### config.mk
export PLATFORM = sky130hd
export DESIGN_NAME = uart_tx_flat
export DESIGN_NICKNAME = d
export VERILOG_FILES = /design/src/rtl/uart_tx_pkg.sv /design/src/rtl/uart_tx_if.sv /design/src/rtl/uart_tx_baud_tick_gen.sv /design/src/rtl/uart_tx.sv /design/src/flat_wrapper.sv
export SDC_FILE = /design/constraint.sdc
export NUM_CORES = 1
export LEC_CHECK = 0
export CORE_UTILIZATION = 50
export DETAILED_ROUTE_END_ITERATION = 12
export PLACE_DENSITY = 0.76
export SKIP_CTS_REPAIR_TIMING = 1
export SLEW_MARGIN = 20
export SYNTH_ARGS = -nofsm -noshare
export SYNTH_HDL_FRONTEND = slang
export SYNTH_SLANG_ARGS = --single-unit
export TNS_END_PERCENT = 30
### constraint.sdc
create_clock -name clk -period 2.9 [get_ports clk]
set_input_delay 0.435 -clock clk [delete_from_list [all_inputs] [get_ports clk]]
set_output_delay 0.435 -clock clk [all_outputs]
set_load 0.01 [all_outputs]
### src/rtl/uart_tx_pkg.sv
// Shared UART definitions: transmit FSM states and the width/divider helpers
// used by both the transmit and receive paths.
package uart_tx_pkg;

  typedef enum logic [1:0] {
    IDLE  = 2'd0,
    START = 2'd1,
    DATA  = 2'd2,
    STOP  = 2'd3
  } uart_tx_state_t;

  // Smallest r with 2**r >= n; written as a bounded loop so it folds at elaboration.
  function automatic int CeilLog2(input int n);
    int r;
    r = 0;
    for (int i = 0; i < 31; i++) begin
      if ((32'sd1 <<< i) < n) r = i + 1;
    end
    return r;
  endfunction

  function automatic int BaudDiv(input int freq, input int baud);
    return freq / baud;
  endfunction

endpackage

### src/rtl/uart_tx_if.sv
// Parallel-side and line-side signals of the UART transmitter.
interface uart_tx_if #(
  parameter int WORD_LENGHT = 8
);
  logic [WORD_LENGHT-1:0] TX_in;
  logic                   send;
  logic                   TX_out;
  logic                   busy;
  logic                   done;

  modport master (output TX_in, output send, input TX_out, input busy, input done);
  modport slave  (input TX_in, input send, output TX_out, output busy, output done);
endinterface

### src/rtl/uart_tx_baud_tick_gen.sv
// Clock-enable generator: one-cycle tick every DIV cycles while enabled,
// counter held at zero whenever disabled.
module baud_tick_gen
  import uart_tx_pkg::*;
#(
  parameter int DIV = 10
) (
  input  logic clk,
  input  logic rst,
  input  logic enable,
  output logic tick
);

  localparam int              CNT_W = CeilLog2(DIV);
  localparam logic [CNT_W-1:0] LAST = CNT_W'(DIV - 1);

  logic [CNT_W-1:0] cnt_q, cnt_d;

  always_comb begin
    cnt_d = cnt_q;
    tick  = 1'b0;
    if (!enable) begin
      cnt_d = '0;
    end else if (cnt_q == LAST) begin
      cnt_d = '0;
      tick  = 1'b1;
    end else begin
      cnt_d = cnt_q + 1'b1;
    end
  end

  always_ff @(posedge clk) begin
    if (!rst) cnt_q <= '0;
    else      cnt_q <= cnt_d;
  end

endmodule

### src/rtl/uart_tx.sv
// UART transmitter: latches a word on send and shifts out start, data (LSB
// first) and stop bits, each held for one baud period.
module uart_tx
  import uart_tx_pkg::*;
#(
  parameter int WORD_LENGHT = 8,
  parameter int FREQUENCY   = 50000000,
  parameter int BAUDRATE    = 9600
) (
  input  logic      clk,
  input  logic      rst,
  uart_tx_if.slave  bus
);

  localparam int DIV   = BaudDiv(FREQUENCY, BAUDRATE);
  localparam int BIT_W = (CeilLog2(WORD_LENGHT) < 1) ? 1 : CeilLog2(WORD_LENGHT);
  localparam logic [BIT_W-1:0] LAST_BIT = BIT_W'(WORD_LENGHT - 1);

  uart_tx_state_t         state_q, state_d;
  logic [WORD_LENGHT-1:0] shift_q, shift_d;
  logic [BIT_W-1:0]       bit_cnt_q, bit_cnt_d;
  logic                   tx_out_q, tx_out_d;
  logic                   busy_q, busy_d;
  logic                   done_q, done_d;
  logic                   baud_en;
  logic                   tick;

  // The counter sits at zero in IDLE, so accepting a frame also restarts bit timing.
  assign baud_en = (state_q != IDLE);

  baud_tick_gen #(
    .DIV (DIV)
  ) u_baud_tick_gen (
    .clk    (clk),
    .rst    (rst),
    .enable (baud_en),
    .tick   (tick)
  );

  always_comb begin
    state_d   = state_q;
    shift_d   = shift_q;
    bit_cnt_d = bit_cnt_q;
    tx_out_d  = tx_out_q;
    done_d    = 1'b0;
    case (state_q)
      IDLE: begin
        tx_out_d = 1'b1;
        if (bus.send) begin
          shift_d  = bus.TX_in;
          state_d  = START;
          tx_out_d = 1'b0;
        end
      end
      START: begin
        if (tick) begin
          state_d   = DATA;
          tx_out_d  = shift_q[0];
          bit_cnt_d = '0;
        end
      end
      DATA: begin
        if (tick) begin
          if (bit_cnt_q == LAST_BIT) begin
            state_d  = STOP;
            tx_out_d = 1'b1;
          end else begin
            shift_d   = shift_q >> 1;
            bit_cnt_d = bit_cnt_q + 1'b1;
            tx_out_d  = shift_d[0];
          end
        end
      end
      STOP: begin
        if (tick) begin
          state_d = IDLE;
          done_d  = 1'b1;
        end
      end
      default: state_d = IDLE;
    endcase
    busy_d = (state_d != IDLE);
  end

  always_ff @(posedge clk) begin
    if (!rst) begin
      state_q   <= IDLE;
      shift_q   <= '0;
      bit_cnt_q <= '0;
      tx_out_q  <= 1'b1;
      busy_q    <= 1'b0;
      done_q    <= 1'b0;
    end else begin
      state_q   <= state_d;
      shift_q   <= shift_d;
      bit_cnt_q <= bit_cnt_d;
      tx_out_q  <= tx_out_d;
      busy_q    <= busy_d;
      done_q    <= done_d;
    end
  end

  assign bus.TX_out = tx_out_q;
  assign bus.busy   = busy_q;
  assign bus.done   = done_q;

endmodule

### src/flat_wrapper.sv
// flat-port wrapper written by rule: the top's interface ports become plain ports
module uart_tx_flat import uart_tx_pkg::*;
#(
  parameter int WORD_LENGHT = 8,
  parameter int FREQUENCY   = 50000000,
  parameter int BAUDRATE    = 9600
)
  (clk, rst, bus_TX_in, bus_send, bus_TX_out, bus_busy, bus_done);
  uart_tx_if #(.WORD_LENGHT(WORD_LENGHT)) bus_i ();
  input  logic clk;
  input  logic rst;
  input wire logic [$bits(bus_i.TX_in)-1:0] bus_TX_in;
  input wire logic [$bits(bus_i.send)-1:0] bus_send;
  output wire logic [$bits(bus_i.TX_out)-1:0] bus_TX_out;
  output wire logic [$bits(bus_i.busy)-1:0] bus_busy;
  output wire logic [$bits(bus_i.done)-1:0] bus_done;
  assign bus_i.TX_in = bus_TX_in;
  assign bus_i.send = bus_send;
  assign bus_TX_out = bus_i.TX_out;
  assign bus_busy = bus_i.busy;
  assign bus_done = bus_i.done;
  uart_tx #(.WORD_LENGHT(WORD_LENGHT), .FREQUENCY(FREQUENCY), .BAUDRATE(BAUDRATE)) u_core (.clk(clk), .rst(rst), .bus(bus_i));
endmodule
# After elaboration in Yosys (flattened, before gate mapping)
# Index checks and enable logic that the tools add are counted.
[word_totals]
reg_bits = 29
inputBits = 11
out_inout_bits = 3
wordCells = 53
[classes]
n_addsub = 2
n_eq_ne = 9
mux = 22
bitwise_logic = 2
n_reduce_logical = 11
[ops]
columns = ["cell", "count"]
rows = [
  ["$mux 8", 3],
  ["$pmux 8 s2", 1],
  ["$add 13x1->13 const B", 1],
  ["$eq 13x13->1 const B", 1],
  ["$mux 2", 5],
  ["$mux 3", 3],
  ["$pmux 2 s4", 1],
  ["$reduce_and 4->1", 2],
  ["$reduce_bool 2->1", 4],
  ["$mux 1", 7],
  ["$pmux 3 s2", 1],
  ["$eq 2x2->1 const B", 2],
  ["$ne 2x1->1 const B", 2],
  ["$ne 2x2->1 const B", 2],
  ["$add 3x1->3 const B", 1],
  ["$eq 3x3->1 const B", 1],
  ["$pmux 1 s3", 1],
  ["$reduce_and 3->1", 1],
  ["$reduce_bool 3->1", 1],
  ["$reduce_or 3->1", 1],
  ["$eq 2x1->1 const B", 1],
  ["$logic_not 2->1", 1],
  ["$not 1->1", 2],
  ["$reduce_and 2->1", 1],
]

# Depth between registers and ports, before layout
# Gate-level depths: netlist (run 1).
[depth]
ltp_word = 6
ltp_mapped = 8
mapped_depth_nobuf = 6

# Modules after synthesis
# A second synthesis (run 1) with hierarchy kept.
[hier_totals]
cells_unflattened = 156
area_unflattened_um2 = 1445.1
[modules_own_cells]
columns = ["mod", "n_inst", "cells_each", "area_per_inst_um2"]
rows = [
  ["uart_tx", 1, 91, 842.1],
  ["baud_tick_gen", 1, 65, 603.1],
]

# Worst setup path after synthesis (run 1)
# No wires, ideal clock.
[synth_timing]
path_kind = "flip-flop to flip-flop"
startpoint = "register u_core.state_q[0]"
endpoint = "register u_core.busy_q (netlist: u_core.bus.busy)"
arrival_time_ns = 1.781
required_ns = 2.773
path_slack_ns = 0.992
stages_incl_launch_ff = 8
n_path_buf = 1
period_less_slack_ns = 1.908
cell_sequence = "dfxtp_1 > inv_1 > ha_1 > buf_4 > nor3b_1 > a41oi_1 > o31a_1 > or3b_1"
[synth_between]
elab_chain_len = 5
elab_cells_between_ends = 13
[synth_lines]
columns = ["item", "line", "rtl"]
rows = [
  ["start: declaration", "uart_tx.sv:19", "uart_tx_state_t state_q, state_d;"],
  ["start signal: assignment", "uart_tx.sv:94", "state_q <= state_d;"],
  ["$reduce_bool 2->1", "uart_tx.sv:29", "assign baud_en = (state_q != IDLE);"],
  ["$mux 1", "uart_tx_baud_tick_gen.sv:22", "if (!enable) begin"],
  ["$mux 2, on equally long branches", "uart_tx.sv:75, uart_tx.sv:56, uart_tx.sv:63", ""],
  ["$pmux 2 s4 *", "uart_tx.sv:46", "case (state_q)"],
  ["$reduce_bool 2->1 *", "uart_tx.sv:82", "busy_d = (state_d != IDLE);"],
  ["end signal: assignment", "uart_tx.sv:98", "busy_q <= busy_d;"],
  ["end: declaration", "uart_tx.sv:23", "logic busy_q, busy_d;"],
]
# Mark *: on every way between the ends. The rest lies on a longest branch, timed or not.
# A chain may end at the register's enable or synchronous reset.

# Worst setup path after layout (run 1)
[layout_timing]
startpoint = "register u_core.state_q[1]"
endpoint = "register u_core.busy_q (netlist: u_core.bus.busy)"
# Same word-level chain as after synthesis.

==> results of run 1 <==
routing by layer:
layer,vias up,wire length [um],global-route usage,part of all wire
li1,700,-,-,-
met1,663,1530,0.272,0.48
met2,19,1500,0.340,0.47
met3,9,88,0.0469,0.028
met4,0,79,0.112,0.025
met5,-,0,0,0
power by group:
group / switching [uW] / internal (uW) / leakage [uW]
combinational: 39.5 / 38.9 / 0.000335
sequential: 9.17 / 410 / 0.000236
clock: 143 / 92.0 / 0.0000320
total: 192 / 541 / 0.000603
layout make-up:
cell class | count | area [um2] | area share
Tap cell | 31 | 38.8 | 0.0223
Clock buffer | 6 | 41.3 | 0.0237
Timing Repair Buffer | 15 | 145 | 0.0834
Inverter | 6 | 22.5 | 0.0129
Clock inverter | 2 | 10.0 | 0.00575
Multi-Input combinational cell | 139 | 902 | 0.518
Sequential cell | 29 | 581 | 0.334
synth_stat cells (2+ instances only):
master	number
dfxtp_1	29
a31oi_1	7
nor4_1	2
clkbuf_1	5
xor2_1	4
and4_2	2
nand3_1	17
nand4_1	13
buf_4	3
nor2_1	17
inv_1	6
nand2b_1	4
mux2i_1	2
nand2_1	8
nor3b_1	9
o21ai_0	6
and3_1	2
buf_2	3
xnor2_1	6
a21oi_1	16
ha_1	7
state kept, by name, summed over array words and instances, names as in the netlist:
register	cells
u_core.shift_q	8
u_core.u_baud_tick_gen.cnt_q	13
u_core.bus.busy	1
u_core.bit_cnt_q	3
u_core.bus.TX_out	1
u_core.state_q	2
u_core.bus.done	1
cell usage in the layout (no fill, tap or decap), types with 2 or more instances in the layout:
cell type	Yosys	routed
dfxtp_1	29	29
nor2_1	17	17
nand3_1	17	17
a21oi_1	16	16
nand4_1	13	13
clkdlybuf4s50_1	0	13
nor3b_1	9	9
nand2_1	8	8
a31oi_1	7	7
ha_1	7	7
inv_1	6	6
o21ai_0	6	6
xnor2_1	6	6
clkbuf_4	0	5
xor2_1	4	4
nand2b_1	4	4
and3_1	2	2
and4_2	2	2
mux2i_1	2	2
nor4_1	2	2
clkinv_2	0	2
buf_4	3	2
stage by stage:
| stage | cells | hold WS, ns | cell area (um2) | util | setup WS, ns |
|---|---|---|---|---|---|
| 5_1_grt | 228 | 0.509 | 1740 | 0.610 | 0.559 |
| 3_3_place_gp | 220 | 0.443 | 1690 | 0.592 | 0.767 |
| 2_1_floorplan | 185 | 0.430 | 1560 | - | 0.992 |
| 6_report | 228 | 0.488 | 1740 | 0.610 | 0.752 |
| 3_5_place_dp | 220 | 0.474 | 1690 | 0.592 | 0.710 |
| 4_1_cts | 228 | 0.486 | 1740 | 0.610 | 0.784 |
cell families (layout without fill, tap and decap cells):
family	count (synthesis)	after routing
and+or+nand+nor	84	84
AOI/OAI and AO/OA	36	36
DFF	29	29
buffers and inverters	17	29
xor gates and xnor gates	10	10
adders and majority gates	7	7
muxes	2	2
path summary, 6_finish.rpt:
path | startpoint | endpoint
worst max-delay path | u_core.state_q[1] | u_core.bus.busy
worst max register to register | u_core.state_q[1] | u_core.bus.busy
worst min-delay path | u_core.shift_q[7] | u_core.shift_q[7]
worst min register to register | u_core.shift_q[7] | u_core.shift_q[7]
critical path, delay by kind of cell, from the launching register on:
family	cells	cell delay [ns]
fa+ha+maj	1	0.32
buf+inv	1	0.11
flops	1	0.41
simple gates	4	1.19
==> key figures, run 1 <==
Outcome
  – Outcome: finished, violations left
  – Failing checks: DRC

Yosys
  – Ranking of synthesized cells by area: dfxtp_1 (37%), ha_1 (5.6%), nand3_1 (5.4%), nand4_1 (5.2%), a21oi_1 (5.1%)
  – XOR/XNOR Fraction of Synth Area: 0.0561
  – Sequential area share after synthesis: 0.372
  – Cell Area, Synth: about 1600 um2
  – Asr flop ratio synth: 0
  – Post-synth EDFFs: 0
  – Synth Area in Adders: 0.0561
  – FF+latch count, synth: 29
  – Area fraction in compound gates after synthesis: 0.136
  – Synth cell types: 38
  – Simple-gate portion of the synthesized area: 0.317
  – Multiplexer share of the synthesized area: 0.0128
  – Largest family of logic cells by synthesized area: simple AND/OR/NAND/NOR gates
  – Synth Instances: approximately 190
  – YS warnings: 0
  – Primary FF master, synth: dfxtp_1
  – Syn_nets: 203
  – Synth top area share: 0.372
  – Avg Inst Size Synth: about 8.4 um2
  – Leading area contributor after synthesis: dfxtp_1

Drt
  – Vias: 1391
  – DRT iter0 DRCs: 51
  – Initial DRT Pass Iterations: 8
  – Vias per inst: between 6 and 7
  – Post-Route WL: around 3200 um
  – DRC: 1
  – Post-DRT Antenna Nets: 0
  – Per-cell routed wire length: between 10 and 15 um

STA
  – Final period util: 0.741
  – Slew @ Worst Pin: ~0.51 ns
  – Clock Skews: 0.00442 ns
  – Fin. max-slew vios: 0
  – Setup TNS after final layout: 0 ns
  – RSZ-0062 raised after global routing: false
  – Final setup fails: 0
  – Slew margin rel.: 0.661
  – Period minus WS final: 2.15 ns
  – Fin. Hold Viols: 0
  – FMAX: 466 MHz

CTS
  – CTS buffer count: 5
  – Clock Tree Buf Depth: 2
  – Worst-Skew Late Latency: between 0.3 and 0.4 ns
  – H-tree depth: 2
  – CTS Root Cell: clkbuf_4
  – CTS tree: built
  – CTS sink cnt: 29
  – CTS clk-pin slew, worst paths: roughly 0.090 ns

Layout
  – Fraction of layout cells with a size suffix above 1: 0.0660
  – Final nets: around 210
  – Area grow syn2layout: 11.5%
  – Fill cells: 256
  – Ant. Diodes: 0

Worst setup path
  – CP required: 3.12 ns
  – CP Launch Type: register
  – Max incr delay on CP: slightly above 0.4 ns
  – CP max FO: 10
  – Worst-path cell chain: inv_1, ha_1, nor3b_1, nand4_1, nand2_1, or3b_1
  – Setup CP Type: register to register
  – Arrival @ worst endpoint: ~2.4 ns
  – R2R setup slack: roughly 0.75 ns
  – Slowest stage cell, crit path: dfxtp_1
  – Worst R2R Path Depth: 6
  – Setup crit end kind: register

Global route
  – Initial antenna violation count: 0
  – GR Overflow Total: 0
  – Largest net degree at the start of global routing: 30
  – All-Layer GR Usage: 0.214
  – Global-route wire length before repair: around 5500 um
  – Vias in the first global route: between 1000 and 1500

Floorplanning
  – Height of the die: ~58 um
  – Die Area: 3350 um2
  – Num rows: 19
  – Die W: 57.9 um
  – IO Count: 14
  – Starting Density: 0.547
  – Core area: 2850 um2

Min path
  – Hold Crit Class: register to register
  – Hold depth: 2

Placement
  – Final Wtd Congestion: about 0.9
  – I/O Buffers: 13
  – Detailed Place HPWL: about 2200 um

Flow run
  – Max_cap viols: 0

Power and ir drop
  – PnR Total Power: around 730 uW
  – LEAKAGE: about 0.00060 uW
  – Worst VDD drop: between 200 and 300 uV
  – PwrDens: 421 nW/um2
No activity file was read; power rests on OpenSTA's default activity.
==> run 2, diff against run 1 <==
PLACE_DENSITY = 0.79   (was 0.76)
clock period = 1.8 ns   (was 2.9 ns; I/O delays follow)
==> run 2 against run 1 <==
Compared with the run above: the flow still finishes with violations (DRC); fmax is 23% higher; via count increased by 6.0%; hold slack better by 0.0063 ns; final area up 10%; non-clock buffer count up 16; first-iteration DRC count increased by 39%; utilization increased by 6.4 points; worst setup slack worse by 0.70 ns; global-route usage increased by 0.13 points; critical endpoint unchanged; largest power group unchanged.
==> key figures, run 2 (synthesis results as in run 1) <==
CTS
  – H-tree depth: 2 (unchanged)
  – Worst-Skew Late Latency: 0.33 ns (was 0.34 ns)
  – CTS buffer count: 5 (unchanged)
  – CTS clk-pin slew, worst paths: 0.10 ns (was 0.09 ns)
  – CTS Root Cell: clkbuf_4 (unchanged)
  – CTS tree: built (unchanged)
  – CTS sink cnt: 29 (unchanged)
  – Clock Tree Buf Depth: 2 (unchanged)

Layout
  – Register area: 583 um2 (was 581 um2)
  – Largest registers: u_core.u_baud_tick_gen.cnt_q: 13 flops, u_core.shift_q: 8 flops, u_core.bit_cnt_q: 3 flops (unchanged)
  – Fill cells: 236 (was 256)
  – Most flops, register: u_core.u_baud_tick_gen.cnt_q (unchanged)
  – Ant. Diodes: 0 (unchanged)
  – Fin util: 0.674 (was 0.610)
  – Multi-input gate area: 927 um2 (was 902 um2)
  – Final nets: 230 (was 214)
  – Area grow syn2layout: 23.1% (was 11.5%)
  – Max reg flops: 13 (unchanged)
  – Leading cell type in the layout, fill and taps excluded: dfxtp_1 (unchanged)
  – Commonest cells after routing, fill and taps aside: dfxtp_1 (27), buf_4 (18), nor2_1 (17), nand3_1 (17), a21oi_1 (16) (was dfxtp_1 (29), nor2_1 (17), nand3_1 (17))
  – Fraction of layout cells with a size suffix above 1: 0.169 (was 0.0660)

Global route
  – Global-route wire length before repair: 5600 um (was 5540 um)
  – GR Overflow Total: 0 (unchanged)
  – Largest net degree at the start of global routing: 30 (unchanged)
  – Initial antenna violation count: 0 (unchanged)
  – All-Layer GR Usage: 0.215 (was 0.214)
  – Vias in the first global route: 1344 (was 1290)

Placement
  – Detailed Place HPWL: 2510 um (was 2200 um)
  – Final Wtd Congestion: 0.847 (was 0.900)
  – Dpl ws: -0.0331 ns (was 0.710 ns)
  – I/O Buffers: 13 (unchanged)

Floorplanning
  – Core area: 2850 um2 (unchanged)
  – Height of the die: 57.9 um (unchanged)
  – Die Area: 3350 um2 (unchanged)
  – Die W: 57.9 um (unchanged)
  – Starting Density: 0.547 (unchanged)
  – Num rows: 19 (unchanged)
  – IO Count: 14 (unchanged)

Power and ir drop
  – PwrDens: 720 nW/um2 (was 421 nW/um2)
  – PnR Total Power: 1380 uW (was 732 uW)
  – LEAKAGE: 0.000701 uW (was 0.000603 uW)
  – Worst VDD drop: 443 uV (was 289 uV)

Drt
  – Vias per inst: 6.05 (was 6.10)
  – Vias: 1475 (was 1391)
  – DRT iter0 DRCs: 71 (was 51)
  – DRC: 3 (was 1)
  – Initial DRT Pass Iterations: 8 (unchanged)
  – Post-Route WL: 3510 um (was 3190 um)
  – Per-cell routed wire length: 14.4 um (was 14.0 um)
  – Post-DRT Antenna Nets: 0 (unchanged)

STA
  – Final setup fails: 0 (unchanged)
  – Fin. Hold Viols: 0 (unchanged)
  – Slew @ Worst Pin: 0.502 ns (was 0.509 ns)
  – WHS: 0.495 ns (was 0.488 ns)
  – FMAX: 571 MHz (was 466 MHz)
  – Clock Skews: 0.0203 ns (was 0.00442 ns)
  – Period minus WS final: 1.75 ns (was 2.15 ns)
  – Fin. max-slew vios: 0 (unchanged)
  – Final period util: 0.974 (was 0.741)
  – Slew margin rel.: 0.666 (was 0.661)
  – Worst setup margin: 0.0476 ns (was 0.752 ns)

Worst setup path
  – R2R setup slack: 0.05 ns (was 0.75 ns)
  – Worst R2R Path Depth: 6 (unchanged)
  – CP required: 2.02 ns (was 3.12 ns)
  – Setup CP Type: register to register (unchanged)
  – Arrival @ worst endpoint: 1.97 ns (was 2.37 ns)
  – CP Buf/Inv Count: 1 (unchanged)
  – CP Launch Type: register (unchanged)
  – Slowest stage cell, crit path: dfxtp_2 (was dfxtp_1)
  – CP top delay family: simple AND/OR/NAND/NOR gates (unchanged)
  – Setup crit end kind: register (unchanged)
  – Worst-path cell chain: inv_2, ha_4, nor3b_2, a41oi_1, o31a_1, or3b_1 (was inv_1, ha_1, nor3b_1, nand4_1, nand2_1, or3b_1)
  – Worst r2r src: u_core.state_q[0] (was u_core.state_q[1])
  – Max incr delay on CP: 0.37 ns (was 0.41 ns)
  – CP max FO: 5 (was 10)
  – Worst r2r dst: u_core.bus.busy (unchanged)

Min path
  – Hold_sp: u_core.bit_cnt_q[1] (was u_core.shift_q[7])
  – Hold depth: 2 (unchanged)
  – Hold Crit Class: register to register (unchanged)
  – Hold EP: u_core.bit_cnt_q[1] (was u_core.shift_q[7])

Outcome
  – Failing checks: DRC (unchanged)
  – Outcome: finished, violations left (unchanged)

Flow run
  – Max_cap viols: 0 (unchanged)
run 2: cell types whose count changed in the layout (fill, tap and decap cells not counted), moves of 2 or more:
| cell | change |
|---|---|
| buf_4 | +16 |
| inv_1 | -2 |
| dfxtp_1 | -2 |
| inv_2 | +2 |
| clkinv_2 | -2 |
| dfxtp_2 | +2 |
run 2: how the worst max path moves through the flow:
| stage | end | start | slack, ns | depth (start not counted) |
|---|---|---|---|---|
| finish | u_core.bus.busy | u_core.state_q[0] | 0.05 | 6 |
| global route | u_core.bus.busy | u_core.state_q[0] | -0.002 | 6 |
| CTS | u_core.bus.busy | u_core.state_q[0] | -0.05 | 6 |
| detailed placement | u_core.bus.busy | u_core.state_q[0] | -0.03 | 6 |
| global placement | u_core.bus.busy | u_core.state_q[1] | -0.003 | 6 |
| floorplan | u_core.bus.busy | u_core.state_q[1] | 0.001 | 7 |
run 2: metrics by stage:
stage	setup TNS, ns	cells	instance area (um2)
final	0	244	1920
after global routing	-0.00162	244	1920
after CTS	-0.166	244	1900
after detailed placement	-0.0331	236	1820
after global placement	-0.00342	236	1820
after floorplan	0	185	1570
run 2: worst register-to-register path, cell delays in order (launching register included):
cell and delay [ns]:
dfxtp_2 0.37, inv_2 0.06, ha_4 0.18, nor3b_2 0.20
a41oi_1 0.15, o31a_1 0.33, or3b_1 0.36
run 2: cell type report:
type / instances / area share
Multi-Input combinational cell: 139 / 0.482
Clock buffer: 7 / 0.0286
Timing Repair Buffer: 31 / 0.138
Tap cell: 31 / 0.0202
Clock inverter: 1 / 0.0156
Sequential cell: 29 / 0.303
Inverter: 6 / 0.0117
run 2: power by group:
group          leakage, uW  internal [uW]  switching (uW)
Sequential        0.000237            661            14.1
Combinational     0.000418           81.3            71.7
Clock            0.0000455            332             224
Total             0.000701           1070             310
run 2: layer usage:
| metal | GRT usage | vias to the layer above | wire (um) |
|---|---|---|---|
| met4 | 0.0918 | 0 | 50 |
| met5 | 0 | - | 0 |
| li1 | - | 727 | - |
| met3 | 0.0625 | 5 | 133 |
| met2 | 0.368 | 30 | 1800 |
| met1 | 0.251 | 713 | 1520 |
==> run 3, diff against run 2 <==
PLACE_DENSITY = 0.81   (was 0.79)
==> run 3 against run 2 <==
Compared with the run above: critical path type unchanged; sequential power is essentially flat; die area is the same; via count shrank 1.0%; total power shrank 6.9%; the flow still finishes with violations (DRC); critical path depth is the same; highest routed layer unchanged.
==> key figures, run 3 (synthesis results as in run 1) <==
CTS
  – Worst-Skew Late Latency: 0.34 ns (was 0.33 ns)
  – CTS Root Cell: clkbuf_4 (unchanged)
  – H-tree depth: 2 (unchanged)
  – CTS tree: built (unchanged)
  – CTS sink cnt: 29 (unchanged)
  – CTS clk-pin slew, worst paths: 0.10 ns (about the same)
  – CTS buffer count: 5 (unchanged)
  – Clock Tree Buf Depth: 2 (unchanged)

Power and ir drop
  – Sequential group share of total power: 0.525 (was 0.488)
  – LEAKAGE: 0.000697 uW (was 0.000701 uW)
  – Worst VDD drop: 556 uV (was 443 uV)
  – Sw frac: 0.250 (was 0.224)
  – NetSw: 322 uW (was 310 uW)
  – PwrDens: 674 nW/um2 (was 720 nW/um2)
  – Clock power frac: 0.358 (was 0.402)
  – Comb pwr share: 0.118 (was 0.111)
  – Pint: 967 uW (was 1070 uW)

Worst setup path
  – CP Launch Type: register (unchanged)
  – Setup CP Type: register to register (unchanged)
  – Worst-path cell chain: inv_2, ha_4, and4bb_1, and4_2, o31a_1, or3b_1 (was inv_2, ha_4, nor3b_2, a41oi_1, o31a_1, or3b_1)
  – Setup crit end kind: register (unchanged)
  – CP top delay family: simple AND/OR/NAND/NOR gates (unchanged)
  – CP Buf/Inv Count: 1 (unchanged)
  – Slowest stage cell, crit path: dfxtp_2 (unchanged)
  – Arrival @ worst endpoint: 1.95 ns (was 1.97 ns)
  – CP max FO: 5 (unchanged)
  – Max incr delay on CP: 0.35 ns (was 0.37 ns)
  – CP required: 2.03 ns (was 2.02 ns)

Global route
  – Vias in the first global route: 1455 (was 1344)
  – Met2 Resource Use GR: 0.394 (was 0.368)
  – All-Layer GR Usage: 0.240 (was 0.215)
  – Initial antenna violation count: 0 (unchanged)
  – Global-route wire length before repair: 6160 um (was 5600 um)
  – GR Overflow Total: 0 (unchanged)
  – M3 GR Usage: 0.0737 (was 0.0625)
  – Busiest layer in global routing: met2 (unchanged)
  – Met1 usage: 0.280 (was 0.251)
  – Largest net degree at the start of global routing: 21 (was 30)

Placement
  – I/O Buffers: 13 (unchanged)
  – Detailed Place HPWL: 2570 um (was 2510 um)
  – Final Wtd Congestion: 0.871 (was 0.847)
  – Dpl ws: -0.0533 ns (was -0.0331 ns)
  – Dpl cells: 235 (was 236)

STA
  – Fin. Hold Viols: 0 (unchanged)
  – Final period util: 0.958 (was 0.974)
  – Period minus WS final: 1.72 ns (was 1.75 ns)
  – Clock Skews: 0.00657 ns (was 0.0203 ns)
  – Slew @ Worst Pin: 0.467 ns (was 0.502 ns)
  – RSZ-0062 raised after global routing: true
  – Setup TNS after final layout: 0 ns (unchanged)
  – FMAX: 580 MHz (was 571 MHz)
  – Slew margin rel.: 0.689 (was 0.666)
  – Worst setup margin: 0.0754 ns (was 0.0476 ns)
  – Fin. max-slew vios: 0 (unchanged)
  – Final setup fails: 0 (unchanged)

Drt
  – Initial DRT Pass Iterations: 8 (unchanged)
  – DRC: 1 (was 3)
  – Vias: 1460 (was 1475)
  – Post-Route WL: 3570 um (was 3510 um)
  – Post-DRT Antenna Nets: 0 (unchanged)
  – Vias per inst: 5.98 (was 6.05)
  – DRT iter0 DRCs: 59 (was 71)
  – Per-cell routed wire length: 14.6 um (was 14.4 um)

Layout
  – Fraction of layout cells with a size suffix above 1: 0.178 (was 0.169)
  – Post-Layout Cell Count: 244 (unchanged)
  – Final nets: 230 (unchanged)
  – Area grow syn2layout: 22.4% (was 23.1%)
  – Commonest cells after routing, fill and taps aside: dfxtp_1 (27), buf_4 (18), nor2_1 (17), nand3_1 (17), a21oi_1 (16) (unchanged)
  – Max reg flops: 13 (unchanged)
  – Ant. Diodes: 0 (unchanged)
  – Largest registers: u_core.u_baud_tick_gen.cnt_q: 13 flops, u_core.shift_q: 8 flops, u_core.bit_cnt_q: 3 flops (unchanged)
  – Most flops, register: u_core.u_baud_tick_gen.cnt_q (unchanged)
  – Leading cell type in the layout, fill and taps excluded: dfxtp_1 (unchanged)

Floorplanning
  – Core area: 2850 um2 (unchanged)
  – Starting Density: 0.547 (unchanged)
  – Die W: 57.9 um (unchanged)
  – Height of the die: 57.9 um (unchanged)
  – IO Count: 14 (unchanged)
  – Die Area: 3350 um2 (unchanged)
  – Num rows: 19 (unchanged)

Outcome
  – Outcome: finished, violations left (unchanged)
  – Failing checks: DRC (unchanged)

Min path
  – Hold Crit Class: register to register (unchanged)

Flow run
  – Max_cap viols: 0 (unchanged)
run 3: through the flow:
step	instance area (um2)	power [uW]	hold slack, ns	utilization
2_1_floorplan	1570	769	0.392	-
3_3_place_gp	1810	824	0.444	0.634
3_5_place_dp	1810	832	0.472	0.634
4_1_cts	1880	1290	0.491	0.659
5_1_grt	1910	1340	0.516	0.670
6_report	1910	1290	0.489	0.670
run 3: cell type report:
class	count	area [um2]
Sequential cell	29	583
Fill cell	238	942
Timing Repair Buffer	31	265
Clock buffer	7	65.1
Inverter	6	25.0
Multi-Input combinational cell	139	928
Clock inverter	1	5.00
Tap cell	31	38.8
run 3: final timing paths:
kind	from	end	slack [ns]	cells after the start
max	u_core.state_q[0]	u_core.bus.busy	0.08	6
min	u_core.u_baud_tick_gen.cnt_q[0]	u_core.u_baud_tick_gen.cnt_q[0]	0.49	1
max reg2reg	u_core.state_q[0]	u_core.bus.busy	0.08	6
min reg2reg	u_core.u_baud_tick_gen.cnt_q[0]	u_core.u_baud_tick_gen.cnt_q[0]	0.49	1
run 3: power groups by stage:
stage	combinational, uW	sequential, uW	clock [uW]
floorplan	79.5	689	0
global placement	135	689	0
detailed placement	142	690	0
CTS	143	675	469
global route	166	678	494
finish	152	676	461
run 3: layer usage:
metal / up-vias / part of all wire
met3: 11 / 0.040
met2: 33 / 0.49
met4: 0 / 0.022
met5: - / 0
li1: 732 / -
met1: 684 / 0.45
